`config.mk`:
```
export PLATFORM = sky130hd
export DESIGN_NAME = aes_round_sequencer
export DESIGN_NICKNAME = d
export VERILOG_FILES = /design/src/rtl/aes_round_sequencer.sv
export SDC_FILE = /design/constraint.sdc
export NUM_CORES = 1
export LEC_CHECK = 0
export ABC_AREA = 1
export CORE_ASPECT_RATIO = 0.5
export CORE_MARGIN = 2
export CORE_UTILIZATION = 50
export CTS_CLUSTER_SIZE = 30
export DETAILED_ROUTE_END_ITERATION = 16
export PLACE_DENSITY = 0.73
export SYNTH_ARGS = -nofsm -noshare
export SYNTH_HDL_FRONTEND = slang
export SYNTH_SLANG_ARGS = --single-unit
```
`constraint.sdc`:
```
create_clock -name clk -period 3.62 [get_ports clk]
set_input_delay 1.086 -clock clk [delete_from_list [all_inputs] [get_ports clk]]
set_output_delay 1.086 -clock clk [all_outputs]
set_load 0.1 [all_outputs]
```
`src/rtl/aes_round_sequencer.sv`:
```
// rtl/aes_round_sequencer.sv - AES round sequencer driving the round datapath
// Every output is a flop loaded from a decode of the current state, so it appears one cycle after that state.
module aes_round_sequencer #(
    parameter int ROUND_LAT = 3,
    parameter int DONE_HOLD = 4
) (
    input  logic       clk,
    input  logic       nreset,
    input  logic       load,
    input  logic [1:0] key_len,
    input  logic       decrypt,
    input  logic       abort,
    output logic [3:0] round,
    output logic [3:0] key_round,
    output logic       sub_en,
    output logic       mix_en,
    output logic       last_round,
    output logic       round_step,
    output logic       busy,
    output logic       done,
    output logic       mode_q
);

    localparam int CNT_MAX = (ROUND_LAT > DONE_HOLD) ? ROUND_LAT : DONE_HOLD;
    localparam int CW      = $clog2(CNT_MAX + 1);
    localparam logic [CW-1:0] RL_LAST = CW'(ROUND_LAT - 1);
    localparam logic [CW-1:0] DH_LAST = CW'(DONE_HOLD - 1);

    typedef enum logic [1:0] {
        S_IDLE  = 2'd0,
        S_INIT  = 2'd1,
        S_ROUND = 2'd2,
        S_DONE  = 2'd3
    } state_t;

    state_t        state_q, state_d;
    logic [CW-1:0] cnt_q, cnt_d;
    logic [3:0]    nr_q, nr_d;
    logic [3:0]    rcnt_q, rcnt_d;
    logic          mode_d;
    logic          load_q, load_d;
    logic          start;

    logic [3:0] round_q, round_d;
    logic [3:0] key_round_q, key_round_d;
    logic       sub_en_q, sub_en_d;
    logic       mix_en_q, mix_en_d;
    logic       last_round_q, last_round_d;
    logic       round_step_q, round_step_d;
    logic       busy_q, busy_d;
    logic       done_q, done_d;

    always_comb begin
        state_d = state_q;
        cnt_d   = cnt_q;
        nr_d    = nr_q;
        rcnt_d  = rcnt_q;
        mode_d  = mode_q;
        load_d  = load;
        start   = (state_q == S_IDLE) && load && !load_q && !abort;

        unique case (state_q)
            S_IDLE: begin
                if (start) begin
                    state_d = S_INIT;
                    cnt_d   = '0;
                    rcnt_d  = 4'd0;
                    mode_d  = decrypt;
                    unique case (key_len)
                        2'b01:   nr_d = 4'd12;
                        2'b10:   nr_d = 4'd14;
                        default: nr_d = 4'd10;
                    endcase
                end
            end
            S_INIT: begin
                state_d = S_ROUND;
                rcnt_d  = 4'd1;
                cnt_d   = '0;
            end
            S_ROUND: begin
                cnt_d = cnt_q + 1'b1;
                if (cnt_q == RL_LAST) begin
                    cnt_d = '0;
                    if (rcnt_q == nr_q) begin
                        state_d = S_DONE;
                        rcnt_d  = 4'd0;
                    end else begin
                        rcnt_d = rcnt_q + 4'd1;
                    end
                end
            end
            S_DONE: begin
                cnt_d = cnt_q + 1'b1;
                if (cnt_q == DH_LAST) begin
                    state_d = S_IDLE;
                    cnt_d   = '0;
                end
            end
            default: state_d = S_IDLE;
        endcase

        if (abort && state_q != S_IDLE) begin
            state_d = S_IDLE;
            cnt_d   = '0;
            rcnt_d  = 4'd0;
        end
    end

    // Output decode; an abort wipes the outputs on the same edge that returns to IDLE.
    always_comb begin
        round_d      = 4'd0;
        key_round_d  = 4'd0;
        sub_en_d     = 1'b0;
        mix_en_d     = 1'b0;
        last_round_d = 1'b0;
        round_step_d = 1'b0;
        busy_d       = 1'b0;
        done_d       = 1'b0;

        if (!abort) begin
            unique case (state_q)
                S_INIT: begin
                    key_round_d  = mode_q ? (nr_q - rcnt_q) : rcnt_q;
                    round_step_d = 1'b1;
                    busy_d       = 1'b1;
                end
                S_ROUND: begin
                    round_d      = rcnt_q;
                    key_round_d  = mode_q ? (nr_q - rcnt_q) : rcnt_q;
                    sub_en_d     = 1'b1;
                    mix_en_d     = (rcnt_q < nr_q);
                    last_round_d = (rcnt_q == nr_q);
                    round_step_d = (cnt_q == RL_LAST);
                    busy_d       = 1'b1;
                end
                S_DONE:  done_d = 1'b1;
                default: ;
            endcase
        end
    end

    always_ff @(posedge clk) begin
        if (!nreset) begin
            state_q      <= S_IDLE;
            cnt_q        <= '0;
            nr_q         <= 4'd10;
            rcnt_q       <= 4'd0;
            mode_q       <= 1'b0;
            load_q       <= 1'b1;
            round_q      <= 4'd0;
            key_round_q  <= 4'd0;
            sub_en_q     <= 1'b0;
            mix_en_q     <= 1'b0;
            last_round_q <= 1'b0;
            round_step_q <= 1'b0;
            busy_q       <= 1'b0;
            done_q       <= 1'b0;
        end else begin
            state_q      <= state_d;
            cnt_q        <= cnt_d;
            nr_q         <= nr_d;
            rcnt_q       <= rcnt_d;
            mode_q       <= mode_d;
            load_q       <= load_d;
            round_q      <= round_d;
            key_round_q  <= key_round_d;
            sub_en_q     <= sub_en_d;
            mix_en_q     <= mix_en_d;
            last_round_q <= last_round_d;
            round_step_q <= round_step_d;
            busy_q       <= busy_d;
            done_q       <= done_d;
        end
    end

    assign round      = round_q;
    assign key_round  = key_round_q;
    assign sub_en     = sub_en_q;
    assign mix_en     = mix_en_q;
    assign last_round = last_round_q;
    assign round_step = round_step_q;
    assign busy       = busy_q;
    assign done       = done_q;

endmodule
```
# Word-level counts from Yosys, hierarchy flattened

Cells that the tools add are included.

Flip-flop bits (word level): 29
Bits of input ports: 7

Multiplexer cells: 19
Order comparisons: 1
$add $sub $neg: 3
Reductions and logical operators: 17
Bitwise gates (word level): 3
Equal/unequal tests: 12

Operators by type and width:

| operator            | count |
|---|---|
| $mux 4              | 4 |
| $pmux 3 s4          | 1 |
| $pmux 4 s3          | 1 |
| $mux 3              | 3 |
| $mux 2              | 4 |
| $ne 2x2->1 const B  | 4 |
| $pmux 2 s4          | 1 |
| $eq 2x2->1 const B  | 3 |
| $eq 3x2->1 const B  | 2 |
| $pmux 3 s2          | 1 |
| $reduce_or 2->1     | 3 |
| $reduce_or 3->1     | 2 |
| $add 4x1->4 const B | 1 |
| $eq 2x1->1 const B  | 2 |
| $eq 4x4->1          | 1 |
| $logic_and 1x1->1   | 4 |
| $lt 4x4->1          | 1 |
| $reduce_and 4->1    | 1 |
| $sub 4x4->4         | 1 |
| $add 3x1->3 const B | 1 |
| $mux 1              | 3 |
| $not 1->1           | 3 |
| $reduce_and 3->1    | 1 |
| $reduce_bool 3->1   | 1 |
| 5 further kinds     | 6 |

# Logic depth before layout (Yosys ltp)

Gate-level depths: netlist of the first run.

Depth in word-level cells: 6
Depth in mapped cells: 10
Depth with buffers taken out: 10

# Worst setup path after synthesis of the first run

No wires, ideal clock.

Path kind: register -> output
From: reg mode_q
To: out mode_q
Arrival time: 0.956 ns
Cell stages (with the launch flop): 1
Path slack: 1.578 ns
Path buffers: 0
Cells stage by stage: dfxtp_1

RTL lines:

| element                | RTL line | text |
|---|---|---|
| from (decl)            | 21       | `output logic mode_q` |
| from (signal assigned) | 164      | `mode_q <= mode_d;` |

No word-level cell between the ends.

# Worst setup path in the final report of the first run

From: in abort
To: reg rcnt_q[3]

Cells in the longest elaborated chain, start to end: 4
Elaborated cells on any way between the ends: 6
Classes of those cells: eq/ne (1); reduce/logical (5)

RTL lines:

| element                           | RTL line | text |
|---|---|---|
| from (decl)                       | 12       | `input logic abort,` |
| $logic_not 1->1                   | -        |  |
| $logic_and 1x1->1                 | 60       | `start = (state_q == S_IDLE) && load && !load_q && !abort;` |
| $ne 2x2->1 (no source line)       | -        |  |
| $reduce_and 3->1 (no source line) | -        |  |
| to (signal assigned)              | 163      | `rcnt_q <= rcnt_d;` |
| to (decl)                         | 39       | `logic [3:0] rcnt_q, rcnt_d;` |

Several ways; a longest one is shown, not always the timed one.
A chain may end at the register's enable or synchronous reset.

==> qor.txt, run 1 <==
Result of the run: finished, final reports clean
Area of placed instances: 1550 µm²
Top-count cell post-synth: sky130_fd_sc_hd__dfxtp_1
Combinational family with the most area after synthesis: simple AND/OR/NAND/NOR gates
Post-synth top area share: 40.6%
Area used by multi-input combinational logic: 686 µm²
Worst Hold Slack: 0.504 ns
Area of the die: 3120 µm²
Leakage power of the design: 0.691 nW
WL per Instance: 10.8 µm
Number of nets still failing antenna checks after routing: 0
RePlAce Congestion: 0.846
Total of endpoints with negative setup slack in the final report: 0
Sequence of cells on the critical path: clkdlybuf4s50_1, nor2_4, a21oi_4, nor2_4, nor2_1, nor2_1, nor2_1
Endpoint type of the worst setup path: flop
Setup Skew: 0.00144 ns
Core region area: 2570 µm²
Clock net sink count: 27
Vias: 1066
Crit path max-delay family: simple AND/OR/NAND/NOR gates
Starting utilization of the core area: 51.9%
Top cells by instance count after synthesis: 27 x sky130_fd_sc_hd__dfxtp_1, 24 x sky130_fd_sc_hd__nand2_1, 20 x sky130_fd_sc_hd__inv_1, 17 x sky130_fd_sc_hd__a21oi_1, 16 x sky130_fd_sc_hd__nor2_1
Delay contributed by the slowest stage of the critical path: 0.50 ns
Setup repair after global routing missed its margin: no
Tot Pwr: 0.744 mW
Max-Cap Viols: 0
Top cells by area in the synthesized netlist: sky130_fd_sc_hd__dfxtp_1 41%, sky130_fd_sc_hd__ha_1 12%, sky130_fd_sc_hd__nand2_1 6.8%
Starting DRT DRC Count: 37
Count of final max-slew check failures: 0
Synthesized-area fraction occupied by and/or/nand/nor cells: 24.8%
Required arrival time at the worst endpoint: 3.80 ns
Yosys top cell by area: sky130_fd_sc_hd__dfxtp_1
Post-Synth Adder-Cell Area: 13.7%
Share of the yosys chip area belonging to registers: 40.6%
Slew @ Worst Pin: 0.285 ns
Synth-to-Final Area Change: 20.1%
Fin crit share: 57.3%
Highest fanout seen on the critical path: 6
Number of global-route vias before repair: 923
All-Layer GR Usage: 17.5%
FFs w/ async S/R, synth: 0%
Shortest period the worst path allows: 2.07 ns
Post-route cell area: 1600 µm²
Number of nets at the end of the flow: 210
Critical path startpoint category: input pin
Number of gates given a new drive strength after cts: 0
Fraction of layout cells with a size suffix above 1: 21.8%
Number of placement rows: 13
Xor/xnor cell area share of the yosys netlist: 0.657%
Setup Buffers After CTS: 0
Proportion of synthesized area in mux cells: 0%
Number of instances in the synthesized netlist: 163
CTS root buf: sky130_fd_sc_hd__clkbuf_8
Maximum number of pins on one net before global-route repair: 17
Synth Register Bits: 27
Crit path buffers/inverters: 1
# H-tree levels: 1
Clk buf depth: 2
Classification of the worst-slack hold path: reg2reg
Horiz. Die Dim: 77.0 µm
Critical path's most frequent cell: sky130_fd_sc_hd__nor2_1
Rel. slew slack: 80.9%
Synthesis Warnings: 0
Pre-Repair DR Iteration Count: 4
# fillers: 223
Ys flop type: sky130_fd_sc_hd__dfxtp_1
Post-detailed-route via-to-cell ratio: 4.74
Total clock buffers created by CTS: 3
Total gr overflow: 0
Compound-Gate Fraction of Synth Area: 12.3%
Die Height: 40.5 µm
Clock latency of the later-clocked register in the worst-skew pair: 0.28 ns
Worst path arrival time: 2.25 ns
Post-cts hold buffer count: 0
Net count of the mapped netlist: 184
Number of flops mapped to enable cells by yosys: 0
Antenna diode count: 0
Count of unresolved DRC violations after routing: 0
CP max-delay cell: sky130_fd_sc_hd__clkdlybuf4s50_1
Detailed placer's ending HPWL: 1950 µm
Power Dens Cells: 465 nW/µm²
Setup TNS: 0 ns
Highest ir drop seen on vdd: 0.260 mV
Number of antenna violations at the first check in global routing: 0
Register cell area after layout: 541 µm²
Classification of the worst setup path: in2reg
First-pass GRT wire length: 4100 µm
Number of hold violations in the final report: 0
Number of distinct standard cells referenced by the synthesized netlist: 27
Upper clock frequency limit: 482 MHz
TritonCTS clock tree: done
Combined area of all synthesized cells: 1330 µm²
Post-CTS clock slew at the launch and capture registers of the worst setup and hold paths: 0.09 ns
Syn_area_per_cell: 8.18 µm²
Port Buffers: 21
Total Routed Length: 2420 µm
Number of placed I/O pins: 22
-- registers in the layout (all words and copies together) (netlist names) --
signal      cells
key_round       4
rcnt_q          4
round           4
cnt_q           3
nr_q            2
state_q         2
busy            1
done            1
last_round      1
load_q          1
mix_en          1
mode_q          1
round_step      1
sub_en          1
-- area by class of cell --
type | count | share of cell area, %
inverter | 28 | 6.65
timing repair buffer | 21 | 10.8
multi-input combinational | 108 | 42.8
sequential | 27 | 33.8
clock inverter | 1 | 0.469
clock buffer | 3 | 2.58
tap | 37 | 2.89
-- power breakdown --
group | internal, mW | switching (mW) | total (mW)
combinational | 0.0714 | 0.175 | 0.247
clock | 0.0783 | 0.0972 | 0.176
sequential | 0.312 | 0.0100 | 0.322
total | 0.462 | 0.282 | 0.744
-- through the flow --
step                cells  utilization [%]  worst slack [ns]
CTS                   225             62.3              1.54
floorplan             163                -              1.58
finish                225             62.3              1.55
global placement      221             60.4              1.27
global route          225             62.3              1.44
detailed placement    221             60.4              1.25
-- worst paths after layout --
check | cells after the start | slack (ns) | start | to
max | 7 | 1.55 | abort | rcnt_q[3]
min | 2 | 0.50 | cnt_q[1] | cnt_q[1]
max reg2reg | 10 | 1.85 | rcnt_q[1] | rcnt_q[1]
min reg2reg | 2 | 0.50 | cnt_q[1] | cnt_q[1]
-- routing by layer --
metal / wire (µm) / track usage (%)
met3: 172 / 5.63
met4: 21 / 4.02
met5: 0 / 0
met1: 1200 / 22.8
met2: 1020 / 29.2
-- worst min-delay path: stages (launching register included) --
cell and delay, ns:
sky130_fd_sc_hd__dfxtp_1 0.34, sky130_fd_sc_hd__nand2_1 0.07, sky130_fd_sc_hd__a21oi_1 0.06
-- kinds of logic after synthesis --
group | Yosys count
compound gates | 28
flops | 27
xor+xnor | 1
buf+inv | 28
fa+ha+maj | 14
simple gates | 65
-- cell usage in the layout (no fill, tap or decap), types with 2 or more instances in the layout --
master	count
sky130_fd_sc_hd__nand2_1	24
sky130_fd_sc_hd__ha_1	13
sky130_fd_sc_hd__buf_4	15
sky130_fd_sc_hd__nor2_4	3
sky130_fd_sc_hd__nand3_1	10
sky130_fd_sc_hd__clkdlybuf4s50_1	6
sky130_fd_sc_hd__a21oi_1	17
sky130_fd_sc_hd__inv_2	7
sky130_fd_sc_hd__nor2_1	16
sky130_fd_sc_hd__nand2_2	3
sky130_fd_sc_hd__o21ai_1	2
sky130_fd_sc_hd__inv_1	20
sky130_fd_sc_hd__clkbuf_8	3
sky130_fd_sc_hd__dfxtp_1	27
sky130_fd_sc_hd__nand2_4	3
sky130_fd_sc_hd__o21ai_0	4
(Power assumes the default switching activity.)
==> run 2: changes to the inputs <==
Settings changed: CORE_UTILIZATION 50 to 47, PLACE_DENSITY 0.73 to 0.72.
Clock period 3.62 ns to 1.8 ns, I/O delays scaled along.
==> qor.txt, run 2 (synthesis results as in run 1) <==
Result of the run: finished, final reports clean
Number of global-route vias before repair: 1113 (+21%)
Layout Utilization: 69.1% (+6.9 points)
Core region area: 2650 µm² (+3.2%)
Port Buffers: 21 (unchanged)
Total Routed Length: 3070 µm (+27%)
Clock latency of the later-clocked register in the worst-skew pair: 0.27 ns (about the same)
Worst hold path cell count: 2 (unchanged)
Starting DRT DRC Count: 81 (+120%)
Share of total power in the clock network: 22.2% (-1.4 points)
Total of endpoints with negative setup slack in the final report: 0 (unchanged)
Most common library cell in the layout ignoring fill and taps: sky130_fd_sc_hd__dfxtp_1
Setup Skew: 0.00366 ns (+0.00222 ns)
Pre-Repair DR Iteration Count: 4 (unchanged)
Post-detailed-route via-to-cell ratio: 5.28 (+11%)
First-pass GRT wire length: 5010 µm (+22%)
Number of placement rows: 13 (unchanged)
R2R Path Start: rcnt_q[1]
Switching Share: 37.4% (-0.49 points)
Count of final max-slew check failures: 0 (unchanged)
Start point of the critical path: rcnt_q[1]
Internal power consumption: 0.978 mW (+110%)
Classification of the worst-slack hold path: reg2reg
Starting utilization of the core area: 50.3% (-1.6 points)
Post-cts hold buffer count: 0 (unchanged)
Number of antenna violations at the first check in global routing: 0 (unchanged)
Setup TNS: 0 ns (unchanged)
Power Dens Cells: 853 nW/µm² (+83%)
Synth-to-Final Area Change: 37.6%
Horiz. Die Dim: 79.3 µm (+3.0%)
Required arrival time at the worst endpoint: 2.01 ns (-1.79 ns)
Antenna diode count: 0 (unchanged)
Shortest period the worst path allows: 1.74 ns
Count of unresolved DRC violations after routing: 0 (unchanged)
Number of nets still failing antenna checks after routing: 0 (unchanged)
Die Height: 41.7 µm (+2.8%)
Total clock buffers created by CTS: 3 (unchanged)
Area used by multi-input combinational logic: 692 µm² (+0.91%)
# fillers: 198 (-11%)
Classification of the worst setup path: reg2reg
Maximum number of pins on one net before global-route repair: 17 (unchanged)
Vias: 1215 (+14%)
Max-Cap Viols: 0 (unchanged)
Worst Hold Slack: 0.490 ns (-0.0139 ns)
Highest ir drop seen on vdd: 0.471 mV (+81%)
Clock net sink count: 27 (unchanged)
Reg2reg path depth: 10 (unchanged)
Leakage power of the design: 0.755 nW (+9.4%)
Worst path arrival time: 1.95 ns (-0.30 ns)
Total gr overflow: 0 (unchanged)
# H-tree levels: 1 (unchanged)
Reported net switching power: 0.586 mW (+110%)
Endpoint type of the worst setup path: flop
Slew @ Worst Pin: 0.315 ns (+0.0300 ns)
Critical path startpoint category: flop
WL per Instance: 13.3 µm (+24%)
Highest fanout seen on the critical path: 3 (-3)
Fraction of layout cells with a size suffix above 1: 25.4% (+3.6 points)
Fin crit share: 96.6%
Rel. slew slack: 79.0% (-2.0 points)
Detailed placer's ending HPWL: 2390 µm (+23%)
Post-route worst setup slack: 0.0620 ns (-1.48 ns)
Register cell area after layout: 542 µm² (+0.23%)
Area of the die: 3300 µm² (+5.9%)
Worst setup slack after placement: -0.0386 ns (-1.28 ns)
Number of placed I/O pins: 22 (unchanged)
Seq pwr share: 42.0% (-1.3 points)
All-Layer GR Usage: 19.8% (+2.4 points)
Upper clock frequency limit: 575 MHz
Launch instance of the worst min-delay path: rcnt_q[1]
RePlAce Congestion: 0.815 (-3.6%)
Clk buf depth: 2 (unchanged)
Combinational power share: 35.8% (+2.7 points)
CTS root buf: sky130_fd_sc_hd__clkbuf_8
Number of nets at the end of the flow: 215 (+2.4%)
Post-CTS clock slew at the launch and capture registers of the worst setup and hold paths: 0.09 ns (about the same)
TritonCTS clock tree: done
Number of hold violations in the final report: 0 (unchanged)
Most frequent cells in the layout: 26 x sky130_fd_sc_hd__dfxtp_1, 24 x sky130_fd_sc_hd__nand2_1, 20 x sky130_fd_sc_hd__inv_1, 16 x sky130_fd_sc_hd__a21oi_1, 16 x sky130_fd_sc_hd__nor2_1
run 2: cell count changes in the layout (fill, tap and decap cells not counted), sizes merged:
cell  delta
buf      +5
run 2: metal layers:
metal  track usage, %  wire length, µm  share of wire [%]
met1             24.6             1230                 40
met2             33.2             1490                 48
met3             5.87              272                8.9
met4             6.90               74                2.4
met5                0                0                  0
run 2: cell type report:
| cell class | count | share of cell area, % |
|---|---|---|
| Clock buffer | 3 | 2.25 |
| Clock inverter | 1 | 0.410 |
| Inverter | 28 | 5.80 |
| Multi-Input combinational cell | 108 | 37.7 |
| Sequential cell | 27 | 29.6 |
| Tap cell | 37 | 2.53 |
| Timing Repair Buffer | 26 | 21.7 |
run 2: worst paths after layout:
check | slack, ns | to
max | 0.06 | rcnt_q[1]
min | 0.49 | round[1]
max reg2reg | 0.06 | rcnt_q[1]
min reg2reg | 0.49 | round[1]
run 2: power groups by stage:
stage | clock (mW) | sequential [mW] | combinational, mW
2_1_floorplan | 0 | 0.775 | 0.278
3_3_place_gp | 0 | 0.670 | 0.531
3_5_place_dp | 0 | 0.671 | 0.542
4_1_cts | 0.353 | 0.657 | 0.547
5_1_grt | 0.389 | 0.661 | 0.602
6_report | 0.347 | 0.657 | 0.560
run 2: critical path, cell delays in order, from the launching register on:
cell                      delay (ns)
sky130_fd_sc_hd__dfxtp_1        0.34
sky130_fd_sc_hd__inv_1          0.06
sky130_fd_sc_hd__ha_1           0.31
sky130_fd_sc_hd__ha_1           0.21
sky130_fd_sc_hd__nand3_2        0.10
sky130_fd_sc_hd__nand2_1        0.09
sky130_fd_sc_hd__inv_2          0.12
sky130_fd_sc_hd__nand2_1        0.06
sky130_fd_sc_hd__nor2_1         0.14
sky130_fd_sc_hd__nand2_1        0.11
sky130_fd_sc_hd__a21oi_2        0.13
run 2: stage by stage:
step / power, mW / cells / cell area [µm²]
floorplan: 1.05 / 163 / 1330
global placement: 1.20 / 225 / 1770
detailed placement: 1.21 / 225 / 1770
CTS: 1.56 / 229 / 1820
global route: 1.65 / 230 / 1830
finish: 1.56 / 230 / 1830
run 2: timing repair:
| action | 4_1_cts | 5_1_grt |
|---|---|---|
| gates resized for setup | 0 | 3 |
| endpoints found under the setup margin | 0 | 1 |
| buffers inserted | 0 | 1 |
==> run 3: changes to the inputs <==
==> constraint.sdc (replaced) <==
create_clock -name clk -period 1.8 [get_ports clk]
set_input_delay 0.18 -clock clk [delete_from_list [all_inputs] [get_ports clk]]
set_output_delay 0.18 -clock clk [all_outputs]
set_load 0.1 [all_outputs]
==> qor.txt, run 3 (synthesis results as in run 1) <==
Result of the run: finished, final reports clean
Fin crit share: 89.9% (-6.6 points)
Horiz. Die Dim: 79.3 µm (unchanged)
Number of hold violations in the final report: 0 (unchanged)
Max-Cap Viols: 0 (unchanged)
Fin cells: 225 (-2.2%)
Most common library cell in the layout ignoring fill and taps: sky130_fd_sc_hd__dfxtp_1
Setup TNS: 0 ns (unchanged)
Number of antenna violations at the first check in global routing: 0 (unchanged)
Number of global-route vias before repair: 949 (-15%)
Power Dens Cells: 932 nW/µm² (+9.3%)
Worst path arrival time: 1.80 ns (-0.15 ns)
Area of placed instances: 1550 µm² (-12%)
Count of final max-slew check failures: 0 (unchanged)
Critical path startpoint category: flop
All-Layer GR Usage: 16.3% (-3.6 points)
Critical path's most frequent cell: sky130_fd_sc_hd__nand2_1
Maximum number of pins on one net before global-route repair: 17 (unchanged)
Clock net sink count: 27 (unchanged)
Leakage power of the design: 0.691 nW (-8.5%)
Clk buf depth: 2 (unchanged)
TritonCTS clock tree: done
Vias: 1100 (-9.5%)
Met3 wire length: 116 µm (-57%)
Fraction of layout cells with a size suffix above 1: 22.3% (-3.0 points)
Delay contributed by the slowest stage of the critical path: 0.40 ns (+0.06 ns)
CTS root buf: sky130_fd_sc_hd__clkbuf_8
Post-route cell area: 1600 µm² (-12%)
Pre-Repair DR Iteration Count: 4 (unchanged)
Highest fanout seen on the critical path: 5 (+2)
Tot Pwr: 1.50 mW (-4.4%)
Total gr overflow: 0 (unchanged)
Total Routed Length: 2480 µm (-19%)
Most frequent cells in the layout: 26 x sky130_fd_sc_hd__dfxtp_1, 24 x sky130_fd_sc_hd__nand2_1, 20 x sky130_fd_sc_hd__inv_1, 17 x sky130_fd_sc_hd__a21oi_1, 16 x sky130_fd_sc_hd__nor2_1
WL per Instance: 11.0 µm (-17%)
Highest ir drop seen on vdd: 0.523 mV (+11%)
Shortest period the worst path allows: 1.62 ns (-0.119 ns)
Highest routing layer actually used: met4
Classification of the worst-slack hold path: in2reg
Number of nets at the end of the flow: 210 (-2.3%)
Post-detailed-route via-to-cell ratio: 4.89 (-7.5%)
Total of endpoints with negative setup slack in the final report: 0 (unchanged)
# fillers: 246 (+24%)
Crit path max-delay family: simple AND/OR/NAND/NOR gates
Register cell area after layout: 544 µm² (+0.46%)
Number of placement rows: 13 (unchanged)
Synth-to-Final Area Change: 20.4%
Detailed placer's ending HPWL: 2000 µm (-16%)
Starting utilization of the core area: 50.3% (unchanged)
Area used by multi-input combinational logic: 686 µm² (-0.90%)
Area of the die: 3300 µm² (unchanged)
Total clock buffers created by CTS: 3 (unchanged)
Setup Skew: 0.00666 ns (+0.00300 ns)
Number of nets still failing antenna checks after routing: 0 (unchanged)
Upper clock frequency limit: 618 MHz (+7.4%)
Number of placed I/O pins: 22 (unchanged)
Slew @ Worst Pin: 0.289 ns (-0.0264 ns)
Number of cells in the design after placement: 221 (-1.8%)
Worst Hold Slack: 0.475 ns (-0.0152 ns)
Clock latency of the later-clocked register in the worst-skew pair: 0.27 ns (about the same)
Antenna diode count: 0 (unchanged)
Endpoint type of the worst setup path: flop
Core region area: 2650 µm² (unchanged)
Crit path buffers/inverters: 2 (unchanged)
Die Height: 41.7 µm (unchanged)
Classification of the worst setup path: reg2reg
# H-tree levels: 1 (unchanged)
Rel. slew slack: 80.7% (+1.8 points)
Sequence of cells on the critical path: inv_1, ha_1, nand3_2, nand2_1, inv_2, nor2_4, nand3_1, nand2_1, nor2_1
Setup repair after global routing missed its margin: no
Port Buffers: 21 (unchanged)
Required arrival time at the worst endpoint: 1.98 ns (-0.03 ns)
Metal2 WL: 1050 µm (-30%)
Post-CTS clock slew at the launch and capture registers of the worst setup and hold paths: 0.09 ns (about the same)
RePlAce Congestion: 0.815 (about the same)
First-pass GRT wire length: 4130 µm (-18%)
Total routed wire length on the met1 layer: 1280 µm (+3.9%)
Count of unresolved DRC violations after routing: 0 (unchanged)
CP max-delay cell: sky130_fd_sc_hd__dfxtp_1
Starting DRT DRC Count: 59 (-27%)
run 3: cell count changes in the layout (fill, tap and decap cells not counted), sizes merged:
cell,change
buf,-5
run 3: what timing repair did:
action,in CTS,in global routing
setup endpoints to repair,0,5
setup buffers,0,0
hold buffers,0,0
resized for setup,0,2
run 3: path summary, 6_finish.rpt:
check / from / to / slack, ns / cells past startpoint
setup / recovery: rcnt_q[2] / state_q[1] / 0.18 / 9
hold / removal: nreset / mode_q / 0.47 / 3
setup reg to reg: rcnt_q[2] / state_q[1] / 0.18 / 9
hold reg to reg: cnt_q[1] / cnt_q[1] / 0.50 / 2
run 3: layout make-up:
cell class,instances,area share [%]
clock inverters,1,0.468
multi-input cells,108,42.7
well taps,37,2.89
flip-flops and latches,27,33.9
repair buffers,21,10.8
inverters,28,6.63
clock buffers,3,2.57
run 3: tightest hold or removal path, stage by stage:
cell and delay [ns]:
sky130_fd_sc_hd__clkdlybuf4s50_1 0.41, sky130_fd_sc_hd__o21ai_0 0.08, sky130_fd_sc_hd__a21oi_1 0.04
run 3: layer usage:
layer | up-vias | track usage [%]
met3 | 4 | 5.22
met2 | 24 | 24.4
met4 | 0 | 5.17
li1 | 570 | -
met5 | - | 0
met1 | 502 | 22.3
run 3: report_power, final:
group          internal [mW]  switching, mW  leakage [nW]
registers              0.627         0.0207         0.219
clock network          0.157          0.190        0.0217
logic                  0.144          0.358         0.450
run 3: metrics by stage:
step | util (%) | worst slack (ns)
after floorplan | - | 0.269
after global placement | 58.5 | 0.199
after detailed placement | 58.5 | 0.0898
after CTS | 60.4 | 0.0640
after global routing | 60.5 | 0.0291
final | 60.5 | 0.181
